### config.mk
export PLATFORM = sky130hd
export DESIGN_NAME = nibble_bus_feeder_flat
export DESIGN_NICKNAME = d
export VERILOG_FILES = /design/src/rtl/nibble_bus_feeder_if.sv /design/src/rtl/nibble_bus_feeder.sv /design/src/flat_wrapper.sv
export SDC_FILE = /design/constraint.sdc
export NUM_CORES = 1
export LEC_CHECK = 0
export BUFFER_PORTS_ARGS = -buffer_cell sky130_fd_sc_hd__buf_2
export CAP_MARGIN = 15
export CORE_MARGIN = 3
export CORE_UTILIZATION = 45
export DETAILED_ROUTE_END_ITERATION = 8
export PLACE_DENSITY = 0.71
export SYNTH_ARGS = -nofsm -noshare
export SYNTH_HDL_FRONTEND = slang
export SYNTH_SLANG_ARGS = --single-unit
export TNS_END_PERCENT = 5
### constraint.sdc
create_clock -name clk -period 6.95 [get_ports clk]
set_input_delay 0.3475 -clock clk [delete_from_list [all_inputs] [get_ports clk]]
set_output_delay 0.3475 -clock clk [all_outputs]
set_load 0.05 [all_outputs]
### src/rtl/nibble_bus_feeder_if.sv
// ---------------------------------------------------------------------------
// nibble_bus_feeder_if
//   Groups the byte-request handshake and the outgoing 4-bit nibble bus of
//   nibble_bus_feeder.
//
//   Signals:
//     in_valid   request present (host -> feeder)
//     in_ready   feeder can accept; transfer when in_valid & in_ready
//     in_target  0=UART, 1=SPI, 2=I2C, 3=reserved (dropped)
//     in_data    payload byte
//     nib_out    nibble to the IC data_in (zero when nib_en is low)
//     nib_en     one-cycle strobe, nibble valid (to the IC data_en)
//
//   Modports:
//     master  host side: drives the request, observes ready and the nibble bus
//     slave   feeder side (nibble_bus_feeder)
// ---------------------------------------------------------------------------
interface nibble_bus_feeder_if;
  logic       in_valid;
  logic       in_ready;
  logic [1:0] in_target;
  logic [7:0] in_data;
  logic [3:0] nib_out;
  logic       nib_en;

  modport master (
    output in_valid, in_target, in_data,
    input  in_ready, nib_out, nib_en
  );

  modport slave (
    input  in_valid, in_target, in_data,
    output in_ready, nib_out, nib_en
  );
endinterface

### src/rtl/nibble_bus_feeder.sv
// ---------------------------------------------------------------------------
// nibble_bus_feeder
//   Buffers byte-wide transfer requests tagged with a peripheral target in a
//   small FIFO and serializes each one onto the IC's 4-bit nibble bus as a
//   three-nibble frame: header {2'b01, target}, data[7:4], data[3:0].
//   A frame starts only once the target peripheral reports not-busy; after
//   the header is out the frame always runs to completion.
//
//   Parameters:
//     DEPTH  FIFO entries (power of two, >= 2)
//     GAP    idle cycles after every nibble strobe (0..15)
//
//   Ports:
//     clk         rising-edge clock
//     reset_n     asynchronous active-low reset
//     bus         request handshake + nibble bus (slave modport)
//     busy_uart   UART busy flag
//     busy_spi    SPI busy flag
//     busy_i2c    I2C busy flag
//     fifo_count  FIFO occupancy (registered)
//     idle        FIFO empty and sequencer idle (combinational from state)
//     drop_err    one-cycle pulse after a target-3 request is discarded
// ---------------------------------------------------------------------------
module nibble_bus_feeder #(
  parameter int DEPTH = 4,
  parameter int GAP   = 1
) (
  input  logic                      clk,
  input  logic                      reset_n,
  nibble_bus_feeder_if.slave        bus,
  input  logic                      busy_uart,
  input  logic                      busy_spi,
  input  logic                      busy_i2c,
  output logic [$clog2(DEPTH):0]    fifo_count,
  output logic                      idle,
  output logic                      drop_err
);

  localparam int              AW       = $clog2(DEPTH);
  localparam int              CW       = AW + 1;
  localparam logic [CW-1:0]   FULL     = CW'(DEPTH);
  localparam logic            GAP_EN   = (GAP != 0);
  // Gap counter is loaded with GAP-1 so the GAP state lasts exactly GAP cycles.
  localparam logic [3:0]      GAP_LAST = 4'((GAP == 0) ? 0 : GAP - 1);

  typedef enum logic [2:0] {
    S_IDLE,
    S_WAIT_BUSY,
    S_HDR,
    S_HI,
    S_LO,
    S_GAP
  } state_t;

  state_t          state;
  state_t          state_d;
  state_t          after_gap;

  logic [9:0]      mem [DEPTH];
  logic [AW-1:0]   wr_ptr;
  logic [AW-1:0]   rd_ptr;
  logic            accept;
  logic            push;
  logic            pop;

  logic [1:0]      frm_tgt;
  logic [7:0]      frm_data;
  logic [3:0]      gap_cnt;
  logic            busy_sel;

  logic [3:0]      nib_out_d;
  logic            nib_en_d;
  logic [3:0]      nib_out_q;
  logic            nib_en_q;

  // Request side: target 3 completes the handshake but is never stored.
  assign accept       = bus.in_valid && bus.in_ready;
  assign push         = accept && (bus.in_target != 2'd3);
  assign pop          = (state == S_IDLE) && (fifo_count != '0);

  assign bus.in_ready = (fifo_count != FULL);
  assign idle         = (fifo_count == '0) && (state == S_IDLE);

  assign bus.nib_out  = nib_out_q;
  assign bus.nib_en   = nib_en_q;

  // FIFO storage: data only, no reset needed.
  always_ff @(posedge clk) begin
    if (push) begin
      mem[wr_ptr] <= {bus.in_target, bus.in_data};
    end
  end

  // FIFO control and drop flag.
  always_ff @(posedge clk or negedge reset_n) begin
    if (!reset_n) begin
      wr_ptr     <= '0;
      rd_ptr     <= '0;
      fifo_count <= '0;
      drop_err   <= 1'b0;
    end else begin
      if (push) begin
        wr_ptr <= wr_ptr + AW'(1);
      end
      if (pop) begin
        rd_ptr <= rd_ptr + AW'(1);
      end
      case ({push, pop})
        2'b10:   fifo_count <= fifo_count + CW'(1);
        2'b01:   fifo_count <= fifo_count - CW'(1);
        default: fifo_count <= fifo_count;
      endcase
      drop_err <= accept && (bus.in_target == 2'd3);
    end
  end

  // Frame register: captured from the FIFO head when IDLE pops.
  always_ff @(posedge clk) begin
    if (pop) begin
      {frm_tgt, frm_data} <= mem[rd_ptr];
    end
  end

  always_comb begin
    busy_sel = 1'b0;
    case (frm_tgt)
      2'd0:    busy_sel = busy_uart;
      2'd1:    busy_sel = busy_spi;
      2'd2:    busy_sel = busy_i2c;
      default: busy_sel = 1'b0;
    endcase
  end

  // Sequencer state register.
  always_ff @(posedge clk or negedge reset_n) begin
    if (!reset_n) begin
      state <= S_IDLE;
    end else begin
      state <= state_d;
    end
  end

  // Sequencer next-state logic.
  always_comb begin
    state_d = state;
    case (state)
      S_IDLE:      if (fifo_count != '0) state_d = S_WAIT_BUSY;
      S_WAIT_BUSY: if (!busy_sel)        state_d = S_HDR;
      S_HDR:       state_d = GAP_EN ? S_GAP : S_HI;
      S_HI:        state_d = GAP_EN ? S_GAP : S_LO;
      S_LO:        state_d = GAP_EN ? S_GAP : S_IDLE;
      S_GAP:       if (gap_cnt == '0)    state_d = after_gap;
      default:     state_d = S_IDLE;
    endcase
  end

  // Gap counter and the nibble state to resume after the gap.
  always_ff @(posedge clk or negedge reset_n) begin
    if (!reset_n) begin
      gap_cnt   <= '0;
      after_gap <= S_IDLE;
    end else begin
      case (state)
        S_HDR: begin
          gap_cnt   <= GAP_LAST;
          after_gap <= S_HI;
        end
        S_HI: begin
          gap_cnt   <= GAP_LAST;
          after_gap <= S_LO;
        end
        S_LO: begin
          gap_cnt   <= GAP_LAST;
          after_gap <= S_IDLE;
        end
        S_GAP: begin
          if (gap_cnt != '0) begin
            gap_cnt <= gap_cnt - 4'd1;
          end
        end
        default: begin
          gap_cnt <= gap_cnt;
        end
      endcase
    end
  end

  // Output decode from the upcoming state so the registered strobe lines up
  // with the cycle the sequencer spends in that nibble state.
  always_comb begin
    nib_en_d  = 1'b0;
    nib_out_d = 4'd0;
    case (state_d)
      S_HDR: begin
        nib_en_d  = 1'b1;
        nib_out_d = {2'b01, frm_tgt};
      end
      S_HI: begin
        nib_en_d  = 1'b1;
        nib_out_d = frm_data[7:4];
      end
      S_LO: begin
        nib_en_d  = 1'b1;
        nib_out_d = frm_data[3:0];
      end
      default: begin
        nib_en_d  = 1'b0;
        nib_out_d = 4'd0;
      end
    endcase
  end

  // Output register.
  always_ff @(posedge clk or negedge reset_n) begin
    if (!reset_n) begin
      nib_en_q  <= 1'b0;
      nib_out_q <= 4'd0;
    end else begin
      nib_en_q  <= nib_en_d;
      nib_out_q <= nib_out_d;
    end
  end

endmodule

### src/flat_wrapper.sv
// flat-port wrapper written by rule: the top's interface ports become plain ports
module nibble_bus_feeder_flat 
#(
  parameter int DEPTH = 4,
  parameter int GAP   = 1
)
  (clk, reset_n, busy_uart, busy_spi, busy_i2c, fifo_count, idle, drop_err, bus_in_valid, bus_in_target, bus_in_data, bus_in_ready, bus_nib_out, bus_nib_en);
  nibble_bus_feeder_if bus_i ();
  input  logic clk;
  input  logic reset_n;
  input  logic busy_uart;
  input  logic busy_spi;
  input  logic busy_i2c;
  output logic [$clog2(DEPTH):0] fifo_count;
  output logic idle;
  output logic drop_err;
  input wire logic [$bits(bus_i.in_valid)-1:0] bus_in_valid;
  input wire logic [$bits(bus_i.in_target)-1:0] bus_in_target;
  input wire logic [$bits(bus_i.in_data)-1:0] bus_in_data;
  output wire logic [$bits(bus_i.in_ready)-1:0] bus_in_ready;
  output wire logic [$bits(bus_i.nib_out)-1:0] bus_nib_out;
  output wire logic [$bits(bus_i.nib_en)-1:0] bus_nib_en;
  assign bus_i.in_valid = bus_in_valid;
  assign bus_i.in_target = bus_in_target;
  assign bus_i.in_data = bus_in_data;
  assign bus_in_ready = bus_i.in_ready;
  assign bus_nib_out = bus_i.nib_out;
  assign bus_nib_en = bus_i.nib_en;
  nibble_bus_feeder #(.DEPTH(DEPTH), .GAP(GAP)) u_core (.clk(clk), .reset_n(reset_n), .bus(bus_i), .busy_uart(busy_uart), .busy_spi(busy_spi), .busy_i2c(busy_i2c), .fifo_count(fifo_count), .idle(idle), .drop_err(drop_err));
endmodule
[Word level (Yosys, flattened, before mapping)]
Memory sizes are Yosys's and may differ from the RTL's. A register that Yosys moved wholly into a read port is not among the register bits.
Index checks and enable logic that the tools add are counted.
Word-level totals
  register bits after elaboration: 23
  memory bits (writable): 40
  bits of input ports: 16
  logic and storage cells: 61
  memories kept: 1
Memory list
  u_core.mem: words 4, width 10, rd ports 1, clocked after memory_dff 1, write ports 1, line nibble_bus_feeder.sv:59  | logic [9:0] mem [DEPTH];
Operators by class
  $add $sub $neg: 5
  eq/ne operators: 16
  mux-type cells: 13
  reductions and logical operators: 17
Operator list (count)
  $eq A3 B2 Y1 const B: 4
  $pmux W3 S4: 1
  $pmux W4 S3: 1
  $eq A3 B3 Y1 const B: 3
  $mux W3: 3
  $pmux W3 S3: 1
  $pmux W4 S2: 1
  $eq A2 B2 Y1 const B: 3
  $logic_not A3 Y1: 2
  $pmux W3 S2: 1
  $reduce_bool A3 Y1: 2
  $reduce_or A3 Y1: 2
  $logic_and A1 B1 Y1: 5
  $add A2 B1 Y2 const B: 2
  $eq A2 B1 Y1 const B: 2
  $logic_not A4 Y1: 1
  $mux W4: 1
  $reduce_bool A2 Y1: 2
  $reduce_bool A4 Y1: 1
  $sub A4 B1 Y4 const B: 1
  $add A3 B1 Y3 const B: 1
  $eq A3 B1 Y1 const B: 1
  $mux W1: 3
  $ne A3 B3 Y1 const B: 1
  other kinds (6): 6

[Depth between registers and ports, before layout]
Gate-level depths: netlist of run 1.
  word-level depth: 7
  gate-level depth with buffers: 10

[Worst setup path after synthesis of run 1]
No wires, ideal clock.
  path type: register to register
  start point: register u_core.fifo_count[1]
  end point: register u_core.fifo_count[2]
  arrival time: 3250 ps
  slack: 3618 ps
  cell stages (with the launch flop): 9
  buffers on the path: 0
  period minus slack after synthesis: 3332 ps
  cell sequence: dfrtp_1 nor3_1 nor4_1 ha_1 inv_1 fa_1 xor2_1 nor2_1 xor2_1
Between the ends
  elaborated cells between the ends (all ways): 11
  classes of those cells: 2 x add/sub; 3 x eq/ne; 1 x mux; 5 x reduce/logical
RTL lines
  from (decl): line nibble_bus_feeder.sv:34  | output logic [$clog2(DEPTH):0] fifo_count,
  from (signal assigned): line nibble_bus_feeder.sv:109  | 2'b10: fifo_count <= fifo_count + CW'(1);
  from (signal assigned): line nibble_bus_feeder.sv:110  | 2'b01: fifo_count <= fifo_count - CW'(1);
  from (signal assigned): line nibble_bus_feeder.sv:111  | default: fifo_count <= fifo_count;
  $reduce_bool A3 Y1 (*): line nibble_bus_feeder.sv:79  | assign pop = (state == S_IDLE) && (fifo_count != '0);
  $logic_and A1 B1 Y1 (*): line nibble_bus_feeder.sv:79
  named net u_core.pop: line nibble_bus_feeder.sv:64  | logic pop;
  $eq A2 B1 Y1 / $eq A2 B2 Y1 (equally long branches): line nibble_bus_feeder.sv:108  | case ({push, pop})
  $pmux W3 S2 / $reduce_bool A2 Y1 (equally long branches)
The timed path passes the listed nets; every way through them passes the cells marked *.
A chain may end at the register's enable or synchronous reset.

[Worst setup path after layout of run 1]
  start point: register u_core.fifo_count[0]
  end point: register u_core.fifo_count[2]
Between the ends
  word-level cells in the longest chain between the ends: 5
  elaborated cells between the ends (all ways): 11
  classes of those cells: 2 x add/sub; 3 x eq/ne; 1 x mux; 5 x reduce/logical
Ends and longest elaborated chain
  $ne A3 B3 Y1: line nibble_bus_feeder.sv:81  | assign bus.in_ready = (fifo_count != FULL);
  $logic_and A1 B1 Y1: line nibble_bus_feeder.sv:77  | assign accept = bus.in_valid && bus.in_ready;
  $logic_and A1 B1 Y1: line nibble_bus_feeder.sv:78  | assign push = accept && (bus.in_target != 2'd3);
  $eq A2 B1 Y1 / $eq A2 B2 Y1 (equally long branches): line nibble_bus_feeder.sv:108
  $pmux W3 S2 / $reduce_bool A2 Y1 (equally long branches)
Parallel ways exist; a longest one is shown, timed or not.

==> metrics.cfg, run 1 <==
[detailed_routing]
viasPerCell=5.314
detail_route.first_pass.iterations=4
drtIter0Drc=112
drc_errors=0
wl_per_cell_um=15.89
ant_nets=0
vias=1642
wl_mm=4.909

[place]
gp_congestion=0.7612
hpwl_mm=3.295
pre_cts_ws_ps=4649
port-buffer-count=26

[timing]
finalCriticalPeriod_ps=2299
tns_ps=0
relSlewSlack=0.5581
setup_violations=0
timing.final.crit_share=0.3307
rsz0062_at_grt=false
hold_viol_final=0
finClkSkew_ps=10.23
fmax_mhz=435.1
setup_ws_ps=4651
tightest_slew_ps=662.9
drv_slew=0

[cts]
post_cts_buffers=0
clock_tree.htree_level_count=3
numCtsBuffers=9
cts_tree=yes
root_buffer=clkbuf_8
clkLatencyLatePin_ps=340
clkTransAtPathRegs_ps=80
cts.sinks=72
cts_buffer_depth=2

[grt]
antenna_found_initial=0
first_global_vias=1642
grt_max_degree=23
overflow=0
grt_pass1_wl_mm=8.148
grt_use_total=0.1452

[synth]
yosysWarnings=0
synth.distinct_cells=40
ys_seq_elements=72
syn-num-nets=219
ys_async_sr_fraction=0.3056
synth_area_leaders=edfxtp_1 (49%), dfrtp_1 (18%), mux4_2 (7.4%)
synth_seq_area_share=0.6724
syn_area_um2=3052
synth_common_cells=edfxtp_1 (50), dfrtp_1 (22), inv_1 (16)
ys.flop_type=edfxtp_1
yosys.area.top_type=edfxtp_1
synth_edf_count=50
synth_top_area_frac=0.4920
synth.most_common_cell=edfxtp_1
syn-mean-instance-area_um2=15.65
synthCells=195

[critical_path]
cp_max_fo=7
required_ps=7210
crit_buf_inv=2
path_class=register to register
crit_family=simple AND/OR/NAND/NOR gates
critPathMaxStageDelay_ps=480
crit_arrival_ps=2560
worstPathCellList=or3b_2 -> nand2_1 -> a21oi_1 -> inv_1 -> ha_1 -> inv_1 -> fa_1 -> xor2_1 -> nor2_1 -> xor2_1
ff2ff_setup_slack_ps=4650
crit_cells=10
r2r_cells=10
critPathSlowestCell=or3b_2
cp-end-kind=register
cp-start-kind=register
r2r_end=u_core.fifo_count[2]
rr_startpoint=u_core.fifo_count[0]

[status]
run_status=finished clean

[min_path]
min_to=u_core.mem[0][4]
hold_path_depth=1
min_from=bus_in_data[4]
min_path_type=input pin to register

[pwr]
powerDensity_nw_per_um2=419.0
cellLeakagePower_uw=0.001318
ir_drop_mv=0.1830

[layout]
area_growth_pct=12.83
finalCoreUtilization=0.5331
num-nets-final=251
drive_gt1_frac=0.2672
n_antenna_cell=0

[die]
start_util=0.4725
die_w_um=88.35
coreArea_um2=6459
ios=27
die_area_um2=7806
fp.dieH_um=88.35
rows=29

[flow_run]
cap_violations=0

-- where the power goes --
part	total, µW	leakage [µW]	internal (µW)	switching (µW)
combinational	458	0.000492	188	269
clock	292	0.0000878	132	160
sequential	693	0.000738	590	103
-- layout make-up --
type	instances	area, µm²
Clock buffer	9	123.9
Sequential cell	72	2052
Timing Repair Buffer	28	147.6
Fill cell	547	3015
Inverter	16	60.06
Clock inverter	7	55.05
Multi-Input combinational cell	100	908.4
Tap cell	77	96.34
-- per-layer routing --
layer | vias to the layer above | global-route usage | wire, µm
li1 | 798 | - | -
met1 | 804 | 0.1831 | 2200
met2 | 34 | 0.2230 | 2422
met3 | 6 | 0.05214 | 223
met4 | 0 | 0.07280 | 62
met5 | - | 0 | 0
-- placed cells by master (no fill, tap or decap), types with 2 or more instances in the layout --
cell	count
a21oi_1	4
a221oi_1	2
a22o_1	4
a22oi_1	2
and2_1	4
buf_2	26
clkbuf_8	9
clkinv_4	3
dfrtp_1	22
edfxtp_1	50
ha_1	7
inv_1	16
inv_6	2
mux2_2	2
mux2i_1	4
mux4_2	10
nand2_1	11
nor2_1	8
nor2b_1	3
nor3_1	4
o21ai_0	9
o31ai_1	2
or3b_1	2
xnor2_1	3
xor2_1	3
-- flip-flops by register name (all words and copies together), names as in the netlist, 2 cells and up --
register and flops:
u_core.bus.nib_out 4, u_core.after_gap 2, u_core.gap_cnt 4, u_core.frm_data 8
u_core.frm_tgt 2, u_core.rd_ptr 2, u_core.wr_ptr 2, u_core.state 3
u_core.fifo_count 3, u_core.mem 40
-- worst max path at each step --
| stage | end | startpoint |
|---|---|---|
| final | u_core.fifo_count[2] | u_core.fifo_count[0] |
| after global routing | u_core.fifo_count[2] | u_core.fifo_count[1] |
| after CTS | u_core.fifo_count[2] | u_core.fifo_count[0] |
| after detailed placement | u_core.fifo_count[2] | u_core.fifo_count[0] |
| after global placement | u_core.fifo_count[2] | u_core.fifo_count[1] |
| after floorplan | u_core.fifo_count[2] | u_core.fifo_count[1] |
-- cell families after synthesis --
logic type	after synthesis	synth area share
AO/OA/AOI/OAI	30	0.07421
XOR/XNOR	6	0.01722
adder cells (fa/ha/maj)	8	0.03526
multiplexers	16	0.09430
AND/OR/NAND/NOR	40	0.07463
buffers and inverters	23	0.03198
flip-flops	72	0.6724
-- worst reg2reg max path: cells and delay by family, from the launching register on --
kind            cells  cell delay [ps]
compound gates      1              100
xor+xnor            2              300
fa+ha+maj           2              540
buf+inv             2              150
flops               1              440
simple gates        3              690
-- timing repair --
action / 4_1_cts / 5_1_grt
gates resized for setup: 0 / 0
hold buffers: 1 / 0
hold endpoints to repair: 22 / 0
-- through the flow --
step / instance area (µm²) / power, µW / cells / hold WS [ps]
detailed placement: 3254 / 1169 / 292 / 348.3
CTS: 3443 / 1467 / 309 / 192.2
floorplan: 3052 / 1048 / 195 / 51.91
global route: 3443 / 1546 / 309 / 189.2
finish: 3443 / 1443 / 309 / 214.2
global placement: 3254 / 1157 / 292 / 343.1
(Power assumes the default switching activity.)
==> run 2: changes to the inputs <==
==> constraint.sdc (replaced) <==
create_clock -name clk -period 2.3 [get_ports clk]
set_input_delay 0.115 -clock clk [delete_from_list [all_inputs] [get_ports clk]]
set_output_delay 0.115 -clock clk [all_outputs]
set_load 0.05 [all_outputs]
==> run 2 against run 1 <==
Effect of this change:
- wire length grew 2.4%
- highest routed layer unchanged
- clock power grew to 3.6 times the previous value
- flip-flop and latch count is the same
- non-clock buffer count grew 15
- via count grew 2.6%
- total power grew to 3.2 times the previous value
- final cell count grew 4.9%
- sequential share of layout area shrank 3.1 points
- critical path depth is the same
- sequential power grew to 2.9 times the previous value
- clock-buffer cell count is the same
- maximum frequency grew 9.7%
==> metrics.cfg, run 2 (synthesis results as in run 1) <==
[timing]
setup_violations=0  ; unchanged
tightest_slew_ps=529.3  ; -133.6 ps
setup_ws_ps=203.8  ; -4448 ps
relSlewSlack=0.6471  ; +0.08905
rsz0062_at_grt=false
timing.final.crit_share=0.9114  ; +0.5807
finClkSkew_ps=11.15  ; +0.9139 ps
hold_viol_final=0  ; unchanged
finalCriticalPeriod_ps=2096  ; -202.3 ps
drv_slew=0  ; unchanged
fmax_mhz=477.0  ; +9.7%

[cts]
cts_buffer_depth=2  ; unchanged
numCtsBuffers=9  ; unchanged
cts_tree=yes
clkTransAtPathRegs_ps=80  ; about the same
clkLatencyLatePin_ps=340  ; about the same
cts_repair_resize_count=0  ; unchanged
clock_tree.htree_level_count=3  ; unchanged
root_buffer=clkbuf_8
cts.sinks=72  ; unchanged

[die]
die_area_um2=7806  ; unchanged
coreArea_um2=6459  ; unchanged
ios=27  ; unchanged
die_w_um=88.35  ; unchanged
rows=29  ; unchanged
start_util=0.4725  ; unchanged
fp.dieH_um=88.35  ; unchanged

[critical_path]
ff2ff_setup_slack_ps=200  ; -4450 ps
r2r_cells=10  ; unchanged
worstPathCellList=or3b_4 -> nand2_1 -> a21oi_1 -> inv_1 -> ha_2 -> inv_1 -> fa_2 -> xor2_1 -> nor2_1 -> xor2_1
crit_arrival_ps=2360  ; -200 ps
cp_max_fo=5  ; -2
path_class=register to register
critPathSlowestCell=dfrtp_2
r2r_end=u_core.fifo_count[2]
required_ps=2560  ; -4650 ps
critPathMaxStageDelay_ps=420  ; -60 ps
cp-endpoint=u_core.fifo_count[2]
worstSetupStartpoint=u_core.fifo_count[2]
cp-start-kind=register
rr_startpoint=u_core.fifo_count[2]
cp-end-kind=register

[place]
place_inst=299  ; +2.4%
port-buffer-count=26  ; unchanged
pre_cts_ws_ps=204.6  ; -4444 ps
hpwl_mm=3.308  ; +0.38%
gp_congestion=0.7585  ; -0.35%

[layout]
n_antenna_cell=0  ; unchanged
num-nets-final=266  ; +6.0%
area_growth_pct=19.27
drive_gt1_frac=0.3077  ; +0.04045
largest_register_ffs=40  ; unchanged
final_common_cell=edfxtp_1
final_cell_mix=edfxtp_1 (50), buf_2 (26), dfrtp_1 (19)
largest-register=u_core.mem
fin_cells=324  ; +4.9%

[grt]
grt_use_total=0.1441  ; -0.001109
overflow=0  ; unchanged
first_global_vias=1741  ; +6.0%
grt_pass1_wl_mm=8.362  ; +2.6%
antenna_found_initial=0  ; unchanged
grt_max_degree=23  ; unchanged

[detailed_routing]
drc_errors=0  ; unchanged
viasPerCell=5.201  ; -2.1%
wl_mm=5.027  ; +2.4%
drtIter0Drc=161  ; +44%
detail_route.first_pass.iterations=4  ; unchanged
wl_per_cell_um=15.52  ; -2.3%
ant_nets=0  ; unchanged
vias=1685  ; +2.6%

[status]
run_status=finished clean

[pwr]
powerDensity_nw_per_um2=1284  ; +210%
ir_drop_mv=0.5915  ; +220%
cellLeakagePower_uw=0.001398  ; +6.1%
p_total_uw=4673  ; +220%

[flow_run]
cap_violations=0  ; unchanged

[min_path]
min_path_type=input pin to register

-- run 2: changes by cell type in the layout (fill, tap and decap cells not counted), sizes merged --
cell / previous run / this run
buf: 27 / 34
clkinvlp: 1 / 2
inv: 18 / 19
clkinv: 4 / 1
dlygate4sd3: 1 / 9
bufinv: 0 / 1
-- run 2: worst min path at each step --
stage / start / end / slack (ps) / depth (start not counted)
after floorplan: reset_n / u_core.after_gap[1] / -180 / 0
after global placement: reset_n / u_core.gap_cnt[3] / 130 / 1
after detailed placement: reset_n / u_core.gap_cnt[3] / 120 / 1
after CTS: bus_in_valid / u_core.drop_err / 20 / 3
after global routing: bus_in_target[0] / u_core.mem[3][8] / 30 / 1
final: bus_in_valid / u_core.drop_err / 30 / 3
-- run 2: layout make-up --
cell class	count	area (µm²)
clock buffers	9	123.9
clock inverters	7	87.58
fillers	518	2819
inverters	16	60.06
multi-input cells	100	935.9
flip-flops and latches	72	2056
well taps	77	96.34
repair buffers	43	280.3
-- run 2: routing by layer --
metal	routed length [µm]	GRT usage	vias up	share of wire
met4	46	0.04945	0	0.0092
met5	0	0	-	0
met2	2545	0.2373	24	0.51
met1	2273	0.1839	835	0.45
met3	162	0.04190	6	0.032
li1	-	-	820	-
-- run 2: per-stage QoR --
step | area [µm²] | TNS [ps] | util | hold WS (ps)
2_1_floorplan | 3089 | -144.8 | - | -180.6
3_3_place_gp | 3338 | 0 | 0.5169 | 125.0
3_5_place_dp | 3338 | 0 | 0.5169 | 122.9
4_1_cts | 3640 | 0 | 0.5635 | 15.84
5_1_grt | 3640 | 0 | 0.5635 | 30.22
6_report | 3640 | 0 | 0.5635 | 29.01
-- run 2: power by group --
group          internal [µW]  total (µW)  switching (µW)
sequential              1790        2000             207
combinational            665        1640             975
clock                    521        1040             517
total                   2970        4670            1700
-- run 2: critical path: cells and delay by family (launching register included) --
kind / cells / cell delay, ps
and+or+nand+nor: 3 / 620
adders and majority gates: 2 / 510
DFF: 1 / 420
xor gates and xnor gates: 2 / 300
buffers and inverters: 2 / 110
AOI/OAI and AO/OA: 1 / 60
-- run 2: timing repair --
| action | 4_1_cts | 5_1_grt |
|---|---|---|
| hold buffers | 9 | 0 |
| endpoints found under the setup margin | 0 | 0 |
| buffers inserted | 0 | 0 |
| hold endpoints to repair | 54 | 0 |
